## src/rtl/fpu_sequencer_pkg.sv

```systemverilog
// fpu_sequencer_pkg: opcodes, unit indices, flag/fclass bit positions and helpers
package fpu_sequencer_pkg;

    typedef enum logic [4:0] {
        OP_FADD    = 5'd0,
        OP_FSUB    = 5'd1,
        OP_FMUL    = 5'd2,
        OP_FDIV    = 5'd3,
        OP_FCVT_SW = 5'd4,
        OP_FCVT_WS = 5'd5,
        OP_FSGNJ   = 5'd6,
        OP_FSGNJN  = 5'd7,
        OP_FEQ     = 5'd8,
        OP_FLT     = 5'd9,
        OP_FLE     = 5'd10,
        OP_FSGNJX  = 5'd11,
        OP_FMIN    = 5'd12,
        OP_FMAX    = 5'd13,
        OP_FCLASS  = 5'd14
    } fpu_op_t;

    localparam int NU = 5;
    localparam logic [2:0] UNIT_ADD = 3'd0;
    localparam logic [2:0] UNIT_MUL = 3'd1;
    localparam logic [2:0] UNIT_DIV = 3'd2;
    localparam logic [2:0] UNIT_I2F = 3'd3;
    localparam logic [2:0] UNIT_F2I = 3'd4;

    localparam int FLAG_NV = 4;
    localparam int FLAG_DZ = 3;
    localparam int FLAG_OF = 2;
    localparam int FLAG_UF = 1;
    localparam int FLAG_NX = 0;

    localparam int FCLASS_NEG_INF  = 0;
    localparam int FCLASS_NEG_NORM = 1;
    localparam int FCLASS_NEG_SUB  = 2;
    localparam int FCLASS_NEG_ZERO = 3;
    localparam int FCLASS_POS_ZERO = 4;
    localparam int FCLASS_POS_SUB  = 5;
    localparam int FCLASS_POS_NORM = 6;
    localparam int FCLASS_POS_INF  = 7;
    localparam int FCLASS_SNAN     = 8;
    localparam int FCLASS_QNAN     = 9;

    function automatic logic is_slow(logic [4:0] op);
        return op <= 5'(OP_FCVT_WS);
    endfunction

    function automatic logic [2:0] op_unit(logic [4:0] op);
        case (op)
            OP_FMUL:    return UNIT_MUL;
            OP_FDIV:    return UNIT_DIV;
            OP_FCVT_SW: return UNIT_I2F;
            OP_FCVT_WS: return UNIT_F2I;
            default:    return UNIT_ADD;
        endcase
    endfunction

    // Positive quiet NaN with only the mantissa MSB set; callers truncate to their width.
    function automatic logic [63:0] canon_nan(int exp_w, int man_w);
        return (((64'd1 << exp_w) - 64'd1) << man_w) | (64'd1 << (man_w - 1));
    endfunction

endpackage

```

## src/rtl/fpu_sequencer_if.sv

```systemverilog
// fpu_sequencer_if: core-side request/response bus of the FPU sequencer
interface fpu_sequencer_if #(parameter int W = 32);
    logic [4:0]   op;
    logic [W-1:0] in1;
    logic [W-1:0] in2;
    logic         in_stb;
    logic         in_ack;
    logic [W-1:0] out;
    logic [4:0]   flags;
    logic         err;
    logic         out_stb;
    logic         out_ack;
    logic         busy;

    modport master (
        output op, in1, in2, in_stb, out_ack,
        input  in_ack, out, flags, err, out_stb, busy
    );

    modport slave (
        input  op, in1, in2, in_stb, out_ack,
        output in_ack, out, flags, err, out_stb, busy
    );
endinterface

```

## src/rtl/fpu_sequencer_fast_ops.sv

```systemverilog
// fpu_sequencer_fast_ops: single-cycle compare, sign-inject, min/max and fclass
module fpu_sequencer_fast_ops
    import fpu_sequencer_pkg::*;
#(
    parameter int EXP_W = 8,
    parameter int MAN_W = 23,
    localparam int W = 1 + EXP_W + MAN_W
) (
    input  logic [4:0]   op,
    input  logic [W-1:0] a,
    input  logic [W-1:0] b,
    output logic [W-1:0] result,
    output logic         nv
);
    localparam logic [W-1:0] CANON = W'(canon_nan(EXP_W, MAN_W));

    logic [EXP_W-1:0] a_e, b_e;
    logic [MAN_W-1:0] a_m, b_m;
    logic a_s, b_s, a_nan, b_nan, a_snan, b_snan, a_inf, a_zero, b_zero, a_sub, a_norm;
    logic any_nan, any_snan, both_zero, lt_ord, lt, eq;
    logic [9:0] cls;

    assign a_s       = a[W-1];
    assign b_s       = b[W-1];
    assign a_e       = a[W-2:MAN_W];
    assign b_e       = b[W-2:MAN_W];
    assign a_m       = a[MAN_W-1:0];
    assign b_m       = b[MAN_W-1:0];
    assign a_nan     = &a_e && |a_m;
    assign b_nan     = &b_e && |b_m;
    assign a_snan    = a_nan && !a_m[MAN_W-1];
    assign b_snan    = b_nan && !b_m[MAN_W-1];
    assign a_inf     = &a_e && !(|a_m);
    assign a_zero    = !(|a_e) && !(|a_m);
    assign b_zero    = !(|b_e) && !(|b_m);
    assign a_sub     = !(|a_e) && |a_m;
    assign a_norm    = |a_e && !(&a_e);
    assign any_nan   = a_nan || b_nan;
    assign any_snan  = a_snan || b_snan;
    assign both_zero = a_zero && b_zero;
    // Total order on non-NaN values where -0 sorts below +0 (what min/max need).
    assign lt_ord    = a_s != b_s ? a_s : (a_s ? a[W-2:0] > b[W-2:0] : a[W-2:0] < b[W-2:0]);
    assign lt        = lt_ord && !both_zero;
    assign eq        = a == b || both_zero;

    // Build the fclass mask for operand a
    always_comb begin
        cls = '0;
        cls[FCLASS_NEG_INF]  = a_s && a_inf;
        cls[FCLASS_NEG_NORM] = a_s && a_norm;
        cls[FCLASS_NEG_SUB]  = a_s && a_sub;
        cls[FCLASS_NEG_ZERO] = a_s && a_zero;
        cls[FCLASS_POS_ZERO] = !a_s && a_zero;
        cls[FCLASS_POS_SUB]  = !a_s && a_sub;
        cls[FCLASS_POS_NORM] = !a_s && a_norm;
        cls[FCLASS_POS_INF]  = !a_s && a_inf;
        cls[FCLASS_SNAN]     = a_snan;
        cls[FCLASS_QNAN]     = a_nan && a_m[MAN_W-1];
    end

    // Select the fast-op result and invalid flag; unknown opcodes give 0 with NV
    always_comb begin
        result = '0;
        nv     = 1'b0;
        case (op)
            OP_FSGNJ:  result = {b_s, a[W-2:0]};
            OP_FSGNJN: result = {~b_s, a[W-2:0]};
            OP_FSGNJX: result = {a_s ^ b_s, a[W-2:0]};
            OP_FEQ: begin
                result = W'(!any_nan && eq);
                nv     = any_snan;
            end
            OP_FLT: begin
                result = W'(!any_nan && lt);
                nv     = any_nan;
            end
            OP_FLE: begin
                result = W'(!any_nan && (lt || eq));
                nv     = any_nan;
            end
            OP_FMIN, OP_FMAX: begin
                result = a_nan && b_nan ? CANON :
                         a_nan ? b :
                         b_nan ? a :
                         (lt_ord ^ (op == OP_FMAX)) ? a : b;
                nv     = any_snan;
            end
            OP_FCLASS: result = W'(cls);
            default:   nv = 1'b1;
        endcase
    end
endmodule

```

## src/rtl/fpu_sequencer.sv

```systemverilog
// fpu_sequencer: accepts one FP op, runs fast ops locally, dispatches slow ops to units
module fpu_sequencer
    import fpu_sequencer_pkg::*;
#(
    parameter int EXP_W   = 8,
    parameter int MAN_W   = 23,
    parameter int TIMEOUT = 1024,
    localparam int W = 1 + EXP_W + MAN_W
) (
    input  logic              clk,
    input  logic              reset_n,
    fpu_sequencer_if.slave    bus,
    output logic [W-1:0]      unit_a,
    output logic [W-1:0]      unit_b,
    output logic [NU-1:0]     unit_stb,
    input  logic [NU-1:0]     unit_ack,
    input  logic [NU*W-1:0]   unit_z,
    input  logic [NU-1:0]     unit_z_stb,
    output logic [NU-1:0]     unit_z_ack
);
    localparam int CW = TIMEOUT > 1 ? $clog2(TIMEOUT + 1) : 1;
    localparam logic [W-1:0] CANON = W'(canon_nan(EXP_W, MAN_W));

    typedef enum logic [2:0] {S_IDLE, S_EXEC, S_ISSUE, S_WAIT, S_RESP} state_t;

    state_t        state;
    logic [4:0]    op_q;
    logic [2:0]    u_q;
    logic [CW-1:0] cnt;
    logic [W-1:0]  fast_res;
    logic          fast_nv;
    logic          wd_expired;

    // unit_a/unit_b hold the captured operands; fast ops never see the fsub sign flip
    fpu_sequencer_fast_ops #(.EXP_W(EXP_W), .MAN_W(MAN_W)) u_fast (
        .op     (op_q),
        .a      (unit_a),
        .b      (unit_b),
        .result (fast_res),
        .nv     (fast_nv)
    );

    assign wd_expired = TIMEOUT != 0 && cnt == CW'(TIMEOUT - 1);
    assign bus.busy   = state != S_IDLE;

    // Request/response FSM with operand capture, unit dispatch and watchdog
    always_ff @(posedge clk or negedge reset_n) begin
        if (!reset_n) begin
            state       <= S_IDLE;
            op_q        <= '0;
            u_q         <= '0;
            cnt         <= '0;
            unit_a      <= '0;
            unit_b      <= '0;
            unit_stb    <= '0;
            unit_z_ack  <= '0;
            bus.in_ack  <= 1'b0;
            bus.out     <= '0;
            bus.flags   <= '0;
            bus.err     <= 1'b0;
            bus.out_stb <= 1'b0;
        end else begin
            bus.in_ack <= 1'b0;
            unit_z_ack <= '0;
            case (state)
                S_IDLE: begin
                    cnt <= '0;
                    if (bus.in_stb) begin
                        op_q       <= bus.op;
                        u_q        <= op_unit(bus.op);
                        unit_a     <= bus.in1;
                        unit_b     <= bus.op == OP_FSUB ? {~bus.in2[W-1], bus.in2[W-2:0]} : bus.in2;
                        bus.in_ack <= 1'b1;
                        if (is_slow(bus.op)) begin
                            unit_stb <= NU'(1) << op_unit(bus.op);
                            state    <= S_ISSUE;
                        end else begin
                            state <= S_EXEC;
                        end
                    end
                end
                S_EXEC: begin
                    bus.out     <= fast_res;
                    bus.flags   <= 5'(fast_nv) << FLAG_NV;
                    bus.err     <= 1'b0;
                    bus.out_stb <= 1'b1;
                    state       <= S_RESP;
                end
                S_ISSUE, S_WAIT: begin
                    if (wd_expired) begin
                        unit_stb    <= '0;
                        bus.out     <= CANON;
                        bus.flags   <= '0;
                        bus.err     <= 1'b1;
                        bus.out_stb <= 1'b1;
                        state       <= S_RESP;
                    end else begin
                        cnt <= cnt + 1'b1;
                        if (state == S_ISSUE) begin
                            if (unit_ack[u_q]) begin
                                unit_stb <= '0;
                                state    <= S_WAIT;
                            end
                        end else if (unit_z_stb[u_q]) begin
                            unit_z_ack[u_q] <= 1'b1;
                            bus.out         <= unit_z[u_q*W +: W];
                            bus.flags       <= '0;
                            bus.err         <= 1'b0;
                            bus.out_stb     <= 1'b1;
                            state           <= S_RESP;
                        end
                    end
                end
                S_RESP: begin
                    if (bus.out_ack) begin
                        bus.out_stb <= 1'b0;
                        state       <= S_IDLE;
                    end
                end
                default: state <= S_IDLE;
            endcase
        end
    end
endmodule

```

## src/flat_wrapper.sv

```systemverilog
// flat-port wrapper written by rule: the top's interface ports become plain ports
module fpu_sequencer_flat import fpu_sequencer_pkg::*;
#(
    parameter int EXP_W   = 8,
    parameter int MAN_W   = 23,
    parameter int TIMEOUT = 1024,
    localparam int W = 1 + EXP_W + MAN_W
)
  (clk, reset_n, unit_a, unit_b, unit_stb, unit_ack, unit_z, unit_z_stb, unit_z_ack, bus_op, bus_in1, bus_in2, bus_in_stb, bus_out_ack, bus_in_ack, bus_out, bus_flags, bus_err, bus_out_stb, bus_busy);
  fpu_sequencer_if #(.W((32))) bus_i ();
  input  logic clk;
  input  logic reset_n;
  output logic [W-1:0] unit_a;
  output logic [W-1:0] unit_b;
  output logic [NU-1:0] unit_stb;
  input  logic [NU-1:0] unit_ack;
  input  logic [NU*W-1:0] unit_z;
  input  logic [NU-1:0] unit_z_stb;
  output logic [NU-1:0] unit_z_ack;
  input wire logic [$bits(bus_i.op)-1:0] bus_op;
  input wire logic [$bits(bus_i.in1)-1:0] bus_in1;
  input wire logic [$bits(bus_i.in2)-1:0] bus_in2;
  input wire logic [$bits(bus_i.in_stb)-1:0] bus_in_stb;
  input wire logic [$bits(bus_i.out_ack)-1:0] bus_out_ack;
  output wire logic [$bits(bus_i.in_ack)-1:0] bus_in_ack;
  output wire logic [$bits(bus_i.out)-1:0] bus_out;
  output wire logic [$bits(bus_i.flags)-1:0] bus_flags;
  output wire logic [$bits(bus_i.err)-1:0] bus_err;
  output wire logic [$bits(bus_i.out_stb)-1:0] bus_out_stb;
  output wire logic [$bits(bus_i.busy)-1:0] bus_busy;
  assign bus_i.op = bus_op;
  assign bus_i.in1 = bus_in1;
  assign bus_i.in2 = bus_in2;
  assign bus_i.in_stb = bus_in_stb;
  assign bus_i.out_ack = bus_out_ack;
  assign bus_in_ack = bus_i.in_ack;
  assign bus_out = bus_i.out;
  assign bus_flags = bus_i.flags;
  assign bus_err = bus_i.err;
  assign bus_out_stb = bus_i.out_stb;
  assign bus_busy = bus_i.busy;
  fpu_sequencer #(.EXP_W(EXP_W), .MAN_W(MAN_W), .TIMEOUT(TIMEOUT)) u_core (.clk(clk), .reset_n(reset_n), .bus(bus_i), .unit_a(unit_a), .unit_b(unit_b), .unit_stb(unit_stb), .unit_ack(unit_ack), .unit_z(unit_z), .unit_z_stb(unit_z_stb), .unit_z_ack(unit_z_ack));
endmodule
```

## config.mk

```make
export PLATFORM = sky130hd
export DESIGN_NAME = fpu_sequencer_flat
export DESIGN_NICKNAME = d
export VERILOG_FILES = /design/src/rtl/fpu_sequencer_pkg.sv /design/src/rtl/fpu_sequencer_if.sv /design/src/rtl/fpu_sequencer_fast_ops.sv /design/src/rtl/fpu_sequencer.sv /design/src/flat_wrapper.sv
export SDC_FILE = /design/constraint.sdc
export NUM_CORES = 1
export LEC_CHECK = 0
export BUFFER_PORTS_ARGS = -buffer_cell sky130_fd_sc_hd__buf_4
export CAP_MARGIN = 30
export CORE_AREA = 2 2 141 143
export CTS_CLUSTER_SIZE = 10
export DETAILED_ROUTE_END_ITERATION = 8
export DIE_AREA = 0 0 143 145
export PLACE_DENSITY = 0.77
export RECOVER_POWER = 100
export SLEW_MARGIN = 20
export SYNTH_ARGS = -nofsm -noshare
export SYNTH_HDL_FRONTEND = slang
export SYNTH_SLANG_ARGS = --single-unit
```

## constraint.sdc

```tcl
create_clock -name clk -period 4.5 [get_ports clk]
set_clock_uncertainty 0.15 [all_clocks]
set_input_delay 0.225 -clock clk [delete_from_list [all_inputs] [get_ports clk]]
set_output_delay 0.225 -clock clk [all_outputs]
set_load 0.02 [all_outputs]
```

* Word level (Yosys, flattened, before mapping)
Cells that the tools add are included. W data, S select, Z words.
Storage, ports and cells: bits of input ports 243, output and inout port bits 115, logic and storage cells 175, bits in registers 136
Operators by class: reductions and logical operators 61, $add $sub $neg 1, equality and inequality tests 31, bitwise operators 4, mux-type cells 58, order comparisons 5, shifts and indexed selects 2
Operators with widths (number):
- $mux W32 | 8
- $pmux W32 S8 | 1
- $shiftx A160 B9 Y32 | 1
- $pmux W32 S2 | 1
- $mux W5 | 12
- $reduce_or A23 Y1 | 2
- $eq A5 B4 Y1 const B | 7
- $eq A32 B32 Y1 | 1
- $gt A31 B31 Y1 | 1
- $lt A31 B31 Y1 | 1
- $mux W3 | 9
- $logic_and A1 B1 Y1 | 25
- $pmux W3 S4 | 2
- $pmux W11 S2 | 1
- $eq A5 B3 Y1 const B | 4
- $pmux W5 S2 | 2
- $reduce_and A8 Y1 | 2
- $reduce_or A8 Y1 | 2
- $mux W1 | 14
- $add A11 B1 Y11 const B | 1
- $eq A11 B10 Y1 const B | 1
- $mux W11 | 1
- $eq A5 B2 Y1 const B | 2
- $logic_not A1 Y1 | 10
- 33 further kinds | 51

* Longest topological paths before layout
Gate-level depths: netlist of the first run.
depth after elaboration 10, depth in mapped cells 11, depth with buffers taken out 10

* Cells and area by module
A second synthesis of the first run with hierarchy kept.
Unflattened totals: cells, all modules 1009, area, all modules 8826.0 um^2
By module, submodules not included:
- fpu_sequencer | cells an instance 753, times used 1, seq. area each 3303.2 um^2, area an instance 7030.5 um^2
- fpu_sequencer_fast_ops | cells an instance 256, times used 1, seq. area each 0.0 um^2, area an instance 1795.5 um^2

* Worst setup path after synthesis of the first run
No wires, ideal clock.
path type register -> register, start point register u_core.unit_b[29], end point register u_core.bus.out[12], buffers on the path 1, arrival 2.955 ns, stages on the path, launching flop included 12, setup time 0.086 ns, setup slack 1.309 ns, data required time 4.264 ns, period minus slack after synthesis 3.191 ns, path through dfrtp_1 > inv_1 > ha_1 > a21oi_1 > nand2_1 > a221oi_1 > nand3_1 > a221oi_2 > mux2i_2 > nand3_2 > buf_4 > o221ai_2
Between the ends: longest elaborated chain between the ends 10, elaborated cells between the ends (all ways) 14, those cells by class order compare: 2; mux: 8; bitwise: 1; reduce/logical: 3
RTL lines:
- start, declared | line fpu_sequencer.sv:14 | output logic [W-1:0] unit_b,
- start signal, assigned | line fpu_sequencer.sv:72 | unit_b <= bus.op == OP_FSUB ? {~bus.in2[W-1], bus.in2[W-2:0]} : bus.in2;
- $lt A31 B31 Y1 or $gt A31 B31 Y1 (tied branches) | line fpu_sequencer_fast_ops.sv:42 | assign lt_ord = a_s != b_s ? a_s : (a_s ? a[W-2:0] > b[W-2:0] : a[W-2:0] < b[W-2:0]);
- $mux W1 (2 in a row) | line fpu_sequencer_fast_ops.sv:42
- $xor A1 B1 Y1 | line fpu_sequencer_fast_ops.sv:85 | (lt_ord ^ (op == OP_FMAX)) ? a : b;
- $mux W32 | line fpu_sequencer_fast_ops.sv:85
- $mux W32 | line fpu_sequencer_fast_ops.sv:84 | b_nan ? a :
- $mux W32 | line fpu_sequencer_fast_ops.sv:83 | a_nan ? b :
- $mux W32 * | line fpu_sequencer_fast_ops.sv:82 | result = a_nan && b_nan ? CANON :
- $pmux W32 S8 * | line fpu_sequencer_fast_ops.sv:65 | case (op)
- $pmux W32 S2 * | line fpu_sequencer.sv:65 | case (state)
- end signal, assigned | line fpu_sequencer.sv:83 | bus.out <= fast_res;
- end signal, assigned | line fpu_sequencer.sv:106 | bus.out <= unit_z[u_q*W +: W];
- end, declared | line fpu_sequencer_if.sv:22 | output in_ack, out, flags, err, out_stb, busy
Every way passes the cells marked *; elsewhere a longest branch is shown, timed or not. A chain may end at the register's enable or synchronous reset.

* Final worst setup path of the first run
start point register u_core.cnt[0], end point register u_core.bus.out[11]
Between the ends: longest elaborated chain between the ends 3, elaborated cells between the ends (all ways) 6, those cells by class eq/ne: 3; mux: 2; reduce/logical: 1
RTL lines:
- start, declared | line fpu_sequencer.sv:29 | logic [CW-1:0] cnt;
- start signal, assigned | line fpu_sequencer.sv:98 | cnt <= cnt + 1'b1;
- $eq A11 B10 Y1 * | line fpu_sequencer.sv:43 | assign wd_expired = TIMEOUT != 0 && cnt == CW'(TIMEOUT - 1);
- $ne A3 B2 Y1 (no line) (tied with other cells)
- $reduce_and A3 Y1 (no line) or $pmux W32 S2 (tied branches)
Marks and branches as above.

==> results_dict.tcl, run 1 <==
set metrics [dict create \
    post_cts_buffers 0 \
    htree_num_levels 4 \
    vias 10367 \
    cts_tree "yes" \
    hold_end "u_core.state[1]" \
    synthCells 1082 \
    clk_pin_slew_ns 0.06 \
    layout.cells.non_filler 1756 \
    synthFlopType "dfrtp_1" \
    yosys.cell_types.count 65 \
    clk_latency_ns 0.43 \
    yosys_warnings 0 \
    crit_arrival_ns 4.22 \
    slew_headroom_pct -60.0 \
    die_area_mm2 0.0207 \
    critPathCaptureType "register" \
    io_pins 358 \
    initial_core_util_pct 46.1 \
    grt_overflow 0 \
    ir_drop_mv 0.363 \
    hp-class "in -> reg" \
    async_reset_ff_share_pct 100 \
    power_density_mw_per_mm2 641 \
    totalPowerFinal_mw 8.03 \
    fin_setup_tns_ns 0 \
    fin_nets 1753 \
    drive_gt1_share_pct 21.2 \
    whs_path_depth 3 \
    power_leakage_nw 5.50 \
    via_per_inst 5.90 \
    fin_area_mm2 0.0125 \
    avgSynthCellArea_um2 8.18 \
    setup_viol 0 \
    globalplace.congestion 0.980 \
    clock_sinks 132 \
    met1Wirelength_um 14800 \
    multi_input_area_mm2 0.00499 \
    num_antenna_cells 0 \
    fin_crit_ns 4.04 \
    rows 51 \
    reg2regPathDepth 10 \
    ys_seq_area_share_pct 37.3 \
    cts_buffers 17 \
    startpoint "u_core.cnt[0]" \
    initialDrtViolationCount 956 \
    wl_per_cell_um 21.1 \
    final_antenna_net_count 0 \
    areaGrowthSynthToFinish_pct 41.4 \
    cap_violations 2 \
    cts-root-buf "clkbuf_16" \
    max_freq_mhz 248 \
    fin_crit_sh_pct 89.8 \
    die_w_um 143 \
    antenna_found_initial 0 \
    dpl.cell_count 1652 \
    route.detailed.drc 0 \
    min-delay-start "bus_in_stb" \
    cp.required_ns 4.68 \
    met2_length_um 17400 \
    synth_edf_count 0 \
    regToRegStartpoint "u_core.cnt[0]" \
    slew_viol_final 125 \
    met3_length_um 3420 \
    violations "max-capacitance violations, max-slew violations" \
    syn-cell-area_mm2 0.00885 \
    placed_cell_area_mm2 0.0117 \
    track_usage_pct 35.4 \
    seq_area_mm2 0.00331 \
    fillers 1678 \
    core-area_mm2 0.0192 \
    first_pass_iters 5 \
    crit_type "reg -> reg" \
    finalWirelength_um 37000 \
    first_global_vias 10133 \
    die-height_um 145 \
    grt_pass1_wl_um 56600 \
    cts.path.max_buffers 2 \
    crit_fanout 78 \
    rrSetupSlack_ns 0.46 \
    hpwlAfterDp_um 27200 \
    start_kind "register" \
    hold_viol 0 \
    reg2reg_to "u_core.bus.out[11]" \
    port_buffers 353 \
    top_layer "met4" \
    ys_seq_elements 132 \
    status "finished, violations left" \
    rsz0062_at_grt "no" \
    grt_max_degree 118 \
    tightest_slew_ns 2.40 \
]
-- layer usage --
layer	vias to the layer above	track usage, %
li1	4728	-
met1	4929	46.6
met2	614	56.2
met3	96	8.91
met4	0	12.7
met5	-	0
-- layout make-up --
class                      count  area share (%)
multi-input combinational    826            39.8
sequential                   132            26.4
timing repair buffer         443            24.5
clock buffer                  20            3.57
tap                          265            2.65
inverter                      58            1.75
clock inverter                12            1.25
-- worst max-delay path by stage --
stage,endpoint,cells past startpoint
after floorplan,u_core.bus.out[12],11
after global placement,u_core.bus.out[11],9
after detailed placement,u_core.bus.out[10],9
after CTS,u_core.bus.out[10],9
after global routing,u_core.unit_stb[1],11
final,u_core.bus.out[11],10
-- cell usage after synthesis (all sizes together), types with 3 or more instances --
cell type / instances / share of area, %
a21o: 3 / 0.25
or3: 3 / 0.21
nand2: 188 / 8.0
clkbuf: 41 / 1.7
o21ai: 92 / 5.2
ha: 32 / 4.5
and3: 7 / 0.49
mux2i: 44 / 5.0
o41ai: 4 / 0.48
nand4: 42 / 3.0
a311oi: 5 / 0.57
a31oi: 22 / 1.6
a22oi: 13 / 1.1
mux4: 6 / 1.5
nand3: 26 / 1.6
nor3: 30 / 1.7
nor2b: 9 / 0.64
o31ai: 14 / 1.2
buf: 28 / 1.6
a221o: 3 / 0.34
nand2b: 17 / 1.2
o211ai: 4 / 0.34
a2111oi: 5 / 0.49
nor4: 21 / 1.8
a211oi: 11 / 1.1
mux2: 3 / 0.38
xor2: 4 / 0.40
nor2: 71 / 3.1
a21oi: 83 / 4.7
o22ai: 20 / 1.4
inv: 57 / 2.4
a22o: 4 / 0.40
dfrtp: 132 / 37
a221oi: 4 / 0.47
o221ai: 14 / 2.1
nor3b: 4 / 0.34
-- what timing repair did --
action	CTS	global route
hold buffers	72	0
gates resized for setup	0	0
hold endpoints to repair	170	0
-- metrics by stage --
step	setup slack, ns	hold slack (ns)	util, %
after floorplan	1.31	-0.221	-
after global placement	0.741	0.217	60.9
after detailed placement	0.652	0.219	60.9
after CTS	0.639	0.0153	67.8
after global routing	0.323	0.103	65.2
final	0.461	0.0468	65.2
-- layout by cell type (no fill, tap or decap), types with 22 or more instances in the layout --
master and count:
nor2_1 68, nand2_1 188, dfrtp_1 129, mux2i_1 43, inv_1 56, buf_4 253
a31oi_1 22, nor3_1 30, o21ai_0 91, nand4_1 41, dlygate4sd3_1 72, ha_1 32
a21oi_1 83, clkbuf_1 117, nand3_1 24
-- registers in the layout, indices dropped and copies added (netlist names) --
signal and cells:
u_core.bus.out 32, u_core.unit_a 32, u_core.unit_b 32, u_core.cnt 11, u_core.op_q 5, u_core.unit_stb 5
u_core.unit_z_ack 5, u_core.state 3, u_core.u_q 3, u_core.bus.err 1, u_core.bus.flags 1, u_core.bus.in_ack 1
u_core.bus.out_stb 1
-- kinds of logic after synthesis --
| logic type | synth area share (%) |
|---|---|
| simple gates | 22.8 |
| flops | 37.3 |
| mux | 6.92 |
| xor+xnor | 0.495 |
| fa+ha+maj | 4.52 |
| compound gates | 22.1 |
| other cells | 0.0424 |
| buf+inv | 5.78 |
-- where the power goes --
| group | internal [mW] | switching, mW | total (mW) | leakage (nW) |
|---|---|---|---|---|
| sequential | 1.64 | 0.645 | 2.29 | 1.68 |
| clock | 0.886 | 0.553 | 1.44 | 0.283 |
| combinational | 1.40 | 2.90 | 4.30 | 3.53 |
-- critical path: stages (launching register included) --
cell and delay, ns:
dfrtp_1 0.42, ha_1 0.25, nand2_1 0.14, nor4_1 1.03
nor4_1 0.17, a311oi_2 0.40, nand2_1 0.18, buf_4 0.40
nor3_1 0.55, a21oi_1 0.10, o221ai_1 0.10
Power figures use the tool's default switching activity.
==> run 2: changes to the inputs <==
- ABC_AREA: not set -> 1
- CORE_AREA: 2 2 141 143 -> 2 2 140 142
- DIE_AREA: 0 0 143 145 -> 0 0 142 144
==> run 2 against run 1 <==
Against the previous run: the flow still finishes with violations (max-capacitance violations, max-slew violations); via count rose by 2.1%; first-iteration DRC count fell by 15%; clock-buffer cell count rose by 1; largest cell class unchanged; critical path type unchanged; sequential share of layout area rose by 0.092 points; combinational power rose by 21%; hold slack improved by 0.034 ns; register-to-register slack improved by 0.14 ns; wire length fell by 1.6%; die area fell by 1.4%.
==> results_dict.tcl, run 2 <==
set metrics [dict create \
    status "finished, violations left" \
    violations "max-capacitance violations, max-slew violations" \
    fin_setup_tns_ns 0 \
    rows 51 \
    whs_path_depth 5 \
    max_freq_mhz 256 \
    final_antenna_net_count 0 \
    reg2reg_to "u_core.bus.out[15]" \
    yosys_warnings 0 \
    avgSynthCellArea_um2 7.10 \
    via_per_inst 5.59 \
    initial_core_util_pct 46.0 \
    cts_tree "yes" \
    ys_seq_elements 132 \
    hold_end "u_core.bus.out[27]" \
    synth_top_area_share_pct 37.6 \
    crit_arrival_ns 4.06 \
    start_kind "register" \
    htree_num_levels 4 \
    reg_top3 "u_core.bus.out (32), u_core.unit_a (32), u_core.unit_b (32)" \
    io_pins 358 \
    core-area_mm2 0.0191 \
    antenna_found_initial 3 \
    hp-class "in -> reg" \
    use_met2_pct 57.4 \
    final_common_cell "nand2_1" \
    hpwlAfterDp_um 27000 \
    gr-usage-met3_pct 7.05 \
    ys_seq_area_share_pct 37.6 \
    clk_pin_slew_ns 0.06 \
    first_pass_iters 8 \
    cts_resized 0 \
    ir_drop_mv 0.445 \
    fin_nets 1913 \
    async_reset_ff_share_pct 100 \
    slew_viol_final 30 \
    cts_buffers 17 \
    synthCells 1237 \
    rsz0062_at_grt "no" \
    final_cell_mix "323 x nand2_1, 248 x buf_4, 146 x inv_1, 132 x dfrtp_1, 123 x o21ai_0" \
    route.detailed.drc 0 \
    clk_latency_ns 0.43 \
    cp.required_ns 4.66 \
    fin_crit_ns 3.90 \
    grt_pass1_wl_um 55100 \
    clock_sinks 132 \
    slew_headroom_pct -23.6 \
    cts.path.max_buffers 2 \
    grt-busiest-layer "met2" \
    vias 10580 \
    cts-root-buf "clkbuf_16" \
    setup_viol 0 \
    crit_fanout 46 \
    rrSetupSlack_ns 0.60 \
    die-height_um 144 \
    fin_crit_sh_pct 86.7 \
    synth_edf_count 0 \
    drive_gt1_share_pct 19.3 \
    globalplace.congestion 0.937 \
    regToRegStartpoint "u_core.u_q[0]" \
    syn-cell-area_mm2 0.00878 \
    wl_per_cell_um 19.2 \
    initialDrtViolationCount 815 \
    die_area_mm2 0.0204 \
    die_w_um 142 \
    areaGrowthSynthToFinish_pct 42.0 \
    critPathCaptureType "register" \
    yosysTopAreaCell "dfrtp_1" \
    min-delay-start "unit_z[155]" \
    synth_commonest_cells "322 x nand2_1, 143 x inv_1, 132 x dfrtp_1" \
    track_usage_pct 34.9 \
    power_density_mw_per_mm2 718 \
    first_global_vias 10073 \
    grt_max_degree 99 \
    power_leakage_nw 6.12 \
    synthFlopType "dfrtp_1" \
    finalWirelength_um 36400 \
    dpl.cell_count 1785 \
    reg2regPathDepth 13 \
    layout.cells.non_filler 1892 \
    use_met1_pct 45.2 \
    port_buffers 353 \
    hold_viol 0 \
    synth.most_common_cell "nand2_1" \
    yosys.cell_types.count 54 \
    grt_overflow 0 \
    ys_top_cells_by_area "dfrtp_1 38%, nand2_1 14%, o21ai_0 6.7%" \
    crit_type "reg -> reg" \
    cap_violations 1 \
    tightest_slew_ns 1.85 \
]
-- run 2: cell types whose count changed after synthesis, sizes merged, moves of 11 or more --
| cell | previous run | this run |
|---|---|---|
| a22oi | 13 | 2 |
| a31oi | 22 | 1 |
| inv | 57 | 154 |
| mux2i | 44 | 1 |
| nand2 | 188 | 327 |
| nand2b | 17 | 0 |
| nand3 | 26 | 53 |
| nand4 | 42 | 21 |
| nor2 | 71 | 112 |
| nor3 | 30 | 12 |
| o21ai | 92 | 129 |
| o221ai | 14 | 0 |
| o22ai | 20 | 33 |
| o31ai | 14 | 3 |
-- run 2: what timing repair did --
action                     4_1_cts  5_1_grt
hold endpoints to repair       168        0
hold buffers                    71        0
setup endpoints to repair        0        0
setup buffers                    0        0
-- run 2: worst max-delay path, stage by stage (launching register included) --
cell and delay, ns:
dfrtp_1 0.44, inv_1 0.11, nand2_1 0.73, inv_1 0.44, nand2_1 0.15, nand3_1 0.07, a221oi_1 0.27, clkinv_1 0.16
nor2_1 0.31, inv_4 0.08, nand2_8 0.25, inv_2 0.29, nor2_1 0.25, a21oi_2 0.05
-- run 2: where the power goes --
part	total [mW]	internal (mW)	switching [mW]
logic	5.19	1.54	3.65
registers	2.20	1.70	0.495
clock network	1.55	0.988	0.562
-- run 2: metal layers --
layer | vias to the layer above | share of wire, %
met5 | - | 0
met4 | 0 | 4.3
met3 | 107 | 7.9
met2 | 558 | 47
met1 | 4994 | 41
li1 | 4921 | -
-- run 2: final cells by class --
class | count | area (um2)
timing repair buffer | 438 | 3060
antenna | 3 | 7.51
multi-input combinational | 892 | 4540
sequential | 132 | 3300
tap | 238 | 298
clock buffer | 21 | 480
fill | 1769 | 6620
inverter | 157 | 597
clock inverter | 11 | 173
-- run 2: logic make-up after synthesis --
| group | count (synthesis) | share of synthesized area, % |
|---|---|---|
| and+or+nand+nor | 555 | 27.4 |
| AOI/OAI and AO/OA | 296 | 19.5 |
| buffers and inverters | 216 | 10.4 |
| DFF | 132 | 37.6 |
| adders and majority gates | 33 | 4.68 |
| xor gates and xnor gates | 3 | 0.299 |
| other | 1 | 0.0427 |
| muxes | 1 | 0.114 |
-- run 2: worst max path at each step --
stage,to,slack [ns],startpoint
3_5_place_dp,u_core.bus.out[9],1.00,u_core.unit_a[22]
6_report,u_core.bus.out[15],0.60,u_core.u_q[0]
4_1_cts,u_core.bus.out[9],0.98,u_core.unit_a[22]
5_1_grt,u_core.bus.out[15],0.31,u_core.u_q[0]
2_1_floorplan,u_core.bus.out[1],2.01,u_core.unit_b[30]
3_3_place_gp,u_core.bus.out[9],1.05,u_core.unit_a[22]
-- run 2: stage by stage --
| step | area [um2] | hold WS, ns | setup slack [ns] | total power, mW | util (%) |
|---|---|---|---|---|---|
| after global routing | 12500 | 0.0950 | 0.306 | 9.59 | 65.3 |
| final | 12500 | 0.0804 | 0.600 | 8.94 | 65.3 |
| after detailed placement | 11500 | 0.245 | 1.00 | 7.62 | 60.5 |
| after global placement | 11500 | 0.240 | 1.05 | 7.53 | 60.4 |
| after CTS | 12900 | 0.0717 | 0.980 | 9.25 | 67.6 |
| after floorplan | 8790 | -0.221 | 2.01 | 5.67 | - |
==> run 3: changes to the inputs <==
- ABC_AREA: 1 -> 0
- CORE_AREA: 2 2 140 142 -> not set
- CORE_MARGIN: not set -> 2
- CORE_UTILIZATION: not set -> 45
- DIE_AREA: 0 0 142 144 -> not set
- HOLD_SLACK_MARGIN: not set -> 0.08
- PLACE_DENSITY: 0.77 -> 0.75
==> run 3 against run 2 <==
Against the previous run: the flow still finishes with violations (max-capacitance violations, max-slew violations); clock-buffer cell count down 2; setup slack worse by 0.15 ns; critical path type unchanged; non-clock buffer count up 13; sequential power up 3%; combinational power down 16%; wire length up 0.46%; hold slack better by 0.093 ns; final cell count down 6.8%; highest routed layer unchanged; via count down 1.6%; critical path depth down 3; clock power down 4%.
==> results_dict.tcl, run 3 (synthesized netlist as in run 1, its figures left out) <==
set metrics [dict create \
    reg_top3 "u_core.bus.out (32), u_core.unit_a (32), u_core.unit_b (32)" \
    crit_arrival_ns 4.22 \
    postCtsHoldBufs 75 \
    p_seq_share_pct 28.0 \
    crit_fanout 34 \
    crit_path_top_delay_cell "nor4_1" \
    die-height_um 144 \
    path_depth 10 \
    initial_core_util_pct 45.6 \
    grt_pass1_wl_um 55400 \
    cts-root-buf "clkbuf_16" \
    hp-class "in -> reg" \
    vias 10412 \
    cts_tree "yes" \
    grt_overflow 0 \
    io_pins 358 \
    fin_crit_sh_pct 89.9 \
    drive_gt1_share_pct 21.2 \
    critPathCaptureType "register" \
    crit_family "simple AND/OR/NAND/NOR gates" \
    clock_sinks 132 \
    clk_latency_ns 0.43 \
    ir_drop_mv 0.400 \
    slew_headroom_pct -61.6 \
    dpl.cell_count 1657 \
    htree_num_levels 4 \
    whs_path_depth 5 \
    post-route-util_pct 65.0 \
    totalPowerFinal_mw 8.09 \
    slowest_delay_ns 1.03 \
    first_global_vias 10036 \
    fillers 1777 \
    areaGrowthSynthToFinish_pct 42.3 \
    layout.cells.non_filler 1764 \
    p_sw_share_pct 50.4 \
    rsz0062_at_grt "no" \
    port_buffers 353 \
    fin_ws_ns 0.454 \
    initialDrtViolationCount 939 \
    die_w_um 144 \
    power_density_mw_per_mm2 642 \
    route.detailed.drc 0 \
    hpwlAfterDp_um 27100 \
    core-area_mm2 0.0194 \
    final_cell_mix "255 x buf_4, 188 x nand2_1, 129 x dfrtp_1, 118 x clkbuf_1, 91 x o21ai_0" \
    fin_nets 1761 \
    tightest_slew_ns 2.42 \
    globalplace.congestion 0.972 \
    cts.path.max_buffers 2 \
    crit_type "reg -> reg" \
    max_freq_mhz 247 \
    die_area_mm2 0.0208 \
    crit_buf_inv 1 \
    setup_viol 0 \
    cap_violations 2 \
    antenna_found_initial 0 \
    crit_chain "ha_1 > nand2_1 > nor4_1 > nor4_1 > a311oi_2 > nand2_1 > clkbuf_2 > nor3_1 > a21oi_1 > o221ai_1" \
    cts_buffers 17 \
    p_clk_share_pct 18.4 \
    clk_pin_slew_ns 0.06 \
    wl_per_cell_um 20.7 \
    status "finished, violations left" \
    fin_crit_ns 4.05 \
    grt_max_degree 94 \
    track_usage_pct 34.9 \
    preCtsSetupSlack_ns 0.562 \
    power_leakage_nw 5.57 \
    rows 51 \
    cts_resized 0 \
    num_antenna_cells 0 \
    cp.required_ns 4.68 \
    internal-power_mw 4.01 \
    fin_setup_tns_ns 0 \
    final_common_cell "buf_4" \
    via_per_inst 5.90 \
    pwr-share-comb_pct 53.6 \
    final_antenna_net_count 0 \
    first_pass_iters 6 \
    violations "max-capacitance violations, max-slew violations" \
    power_switching_mw 4.08 \
    slew_viol_final 147 \
    post_cts_buffers 0 \
    hold_viol 0 \
    start_kind "register" \
    finalWirelength_um 36600 \
    reg2regPathDepth 10 \
]
-- run 3: routing by layer --
layer  vias up  share of wire, %  global-route usage, %  wire length (um)
li1       4747                 -                      -                 -
met1      4959                40                   45.3             14700
met2       599                46                   55.6             16700
met3       107               9.5                   8.77              3490
met4         0               4.6                   15.0              1670
met5         -                 0                      0                 0
-- run 3: tightest hold or removal path, stage by stage --
cell,delay (ns)
buf_4,0.08
nand3_1,0.06
o221ai_1,0.09
nor3_1,0.06
a311oi_1,0.18
-- run 3: path summary, 6_finish.rpt --
kind                                     from  slack (ns)              endpoint
hold reg to reg            u_core.bus.out_stb        0.32    u_core.bus.out_stb
max in group asynchronous             reset_n        1.21         u_core.cnt[8]
hold / removal                    unit_z[126]        0.17    u_core.bus.out[30]
setup reg to reg                u_core.cnt[0]        0.45    u_core.bus.out[10]
setup / recovery                u_core.cnt[0]        0.45    u_core.bus.out[10]
min in group asynchronous             reset_n        0.91  u_core.unit_z_ack[2]
-- run 3: power by group through the flow --
stage,clock network [mW],registers (mW),logic (mW)
2_1_floorplan,0,2.52,2.40
3_3_place_gp,0,2.22,4.51
3_5_place_dp,0,2.24,4.55
4_1_cts,1.50,2.24,4.63
5_1_grt,1.55,2.33,4.72
6_report,1.49,2.26,4.34
-- run 3: layout make-up --
class	instances	area, um2	share of cell area [%]
Timing Repair Buffer	451	3130	24.9
Sequential cell	132	3310	26.2
Clock inverter	13	183	1.45
Clock buffer	19	443	3.52
Inverter	58	219	1.74
Multi-Input combinational cell	826	4990	39.6
Tap cell	265	332	2.63
-- run 3: stage by stage --
step | instance area (um2) | hold slack, ns
final | 12600 | 0.173
after floorplan | 8860 | -0.221
after CTS | 13100 | 0.169
after global placement | 11700 | 0.210
after global routing | 12600 | 0.221
after detailed placement | 11700 | 0.218
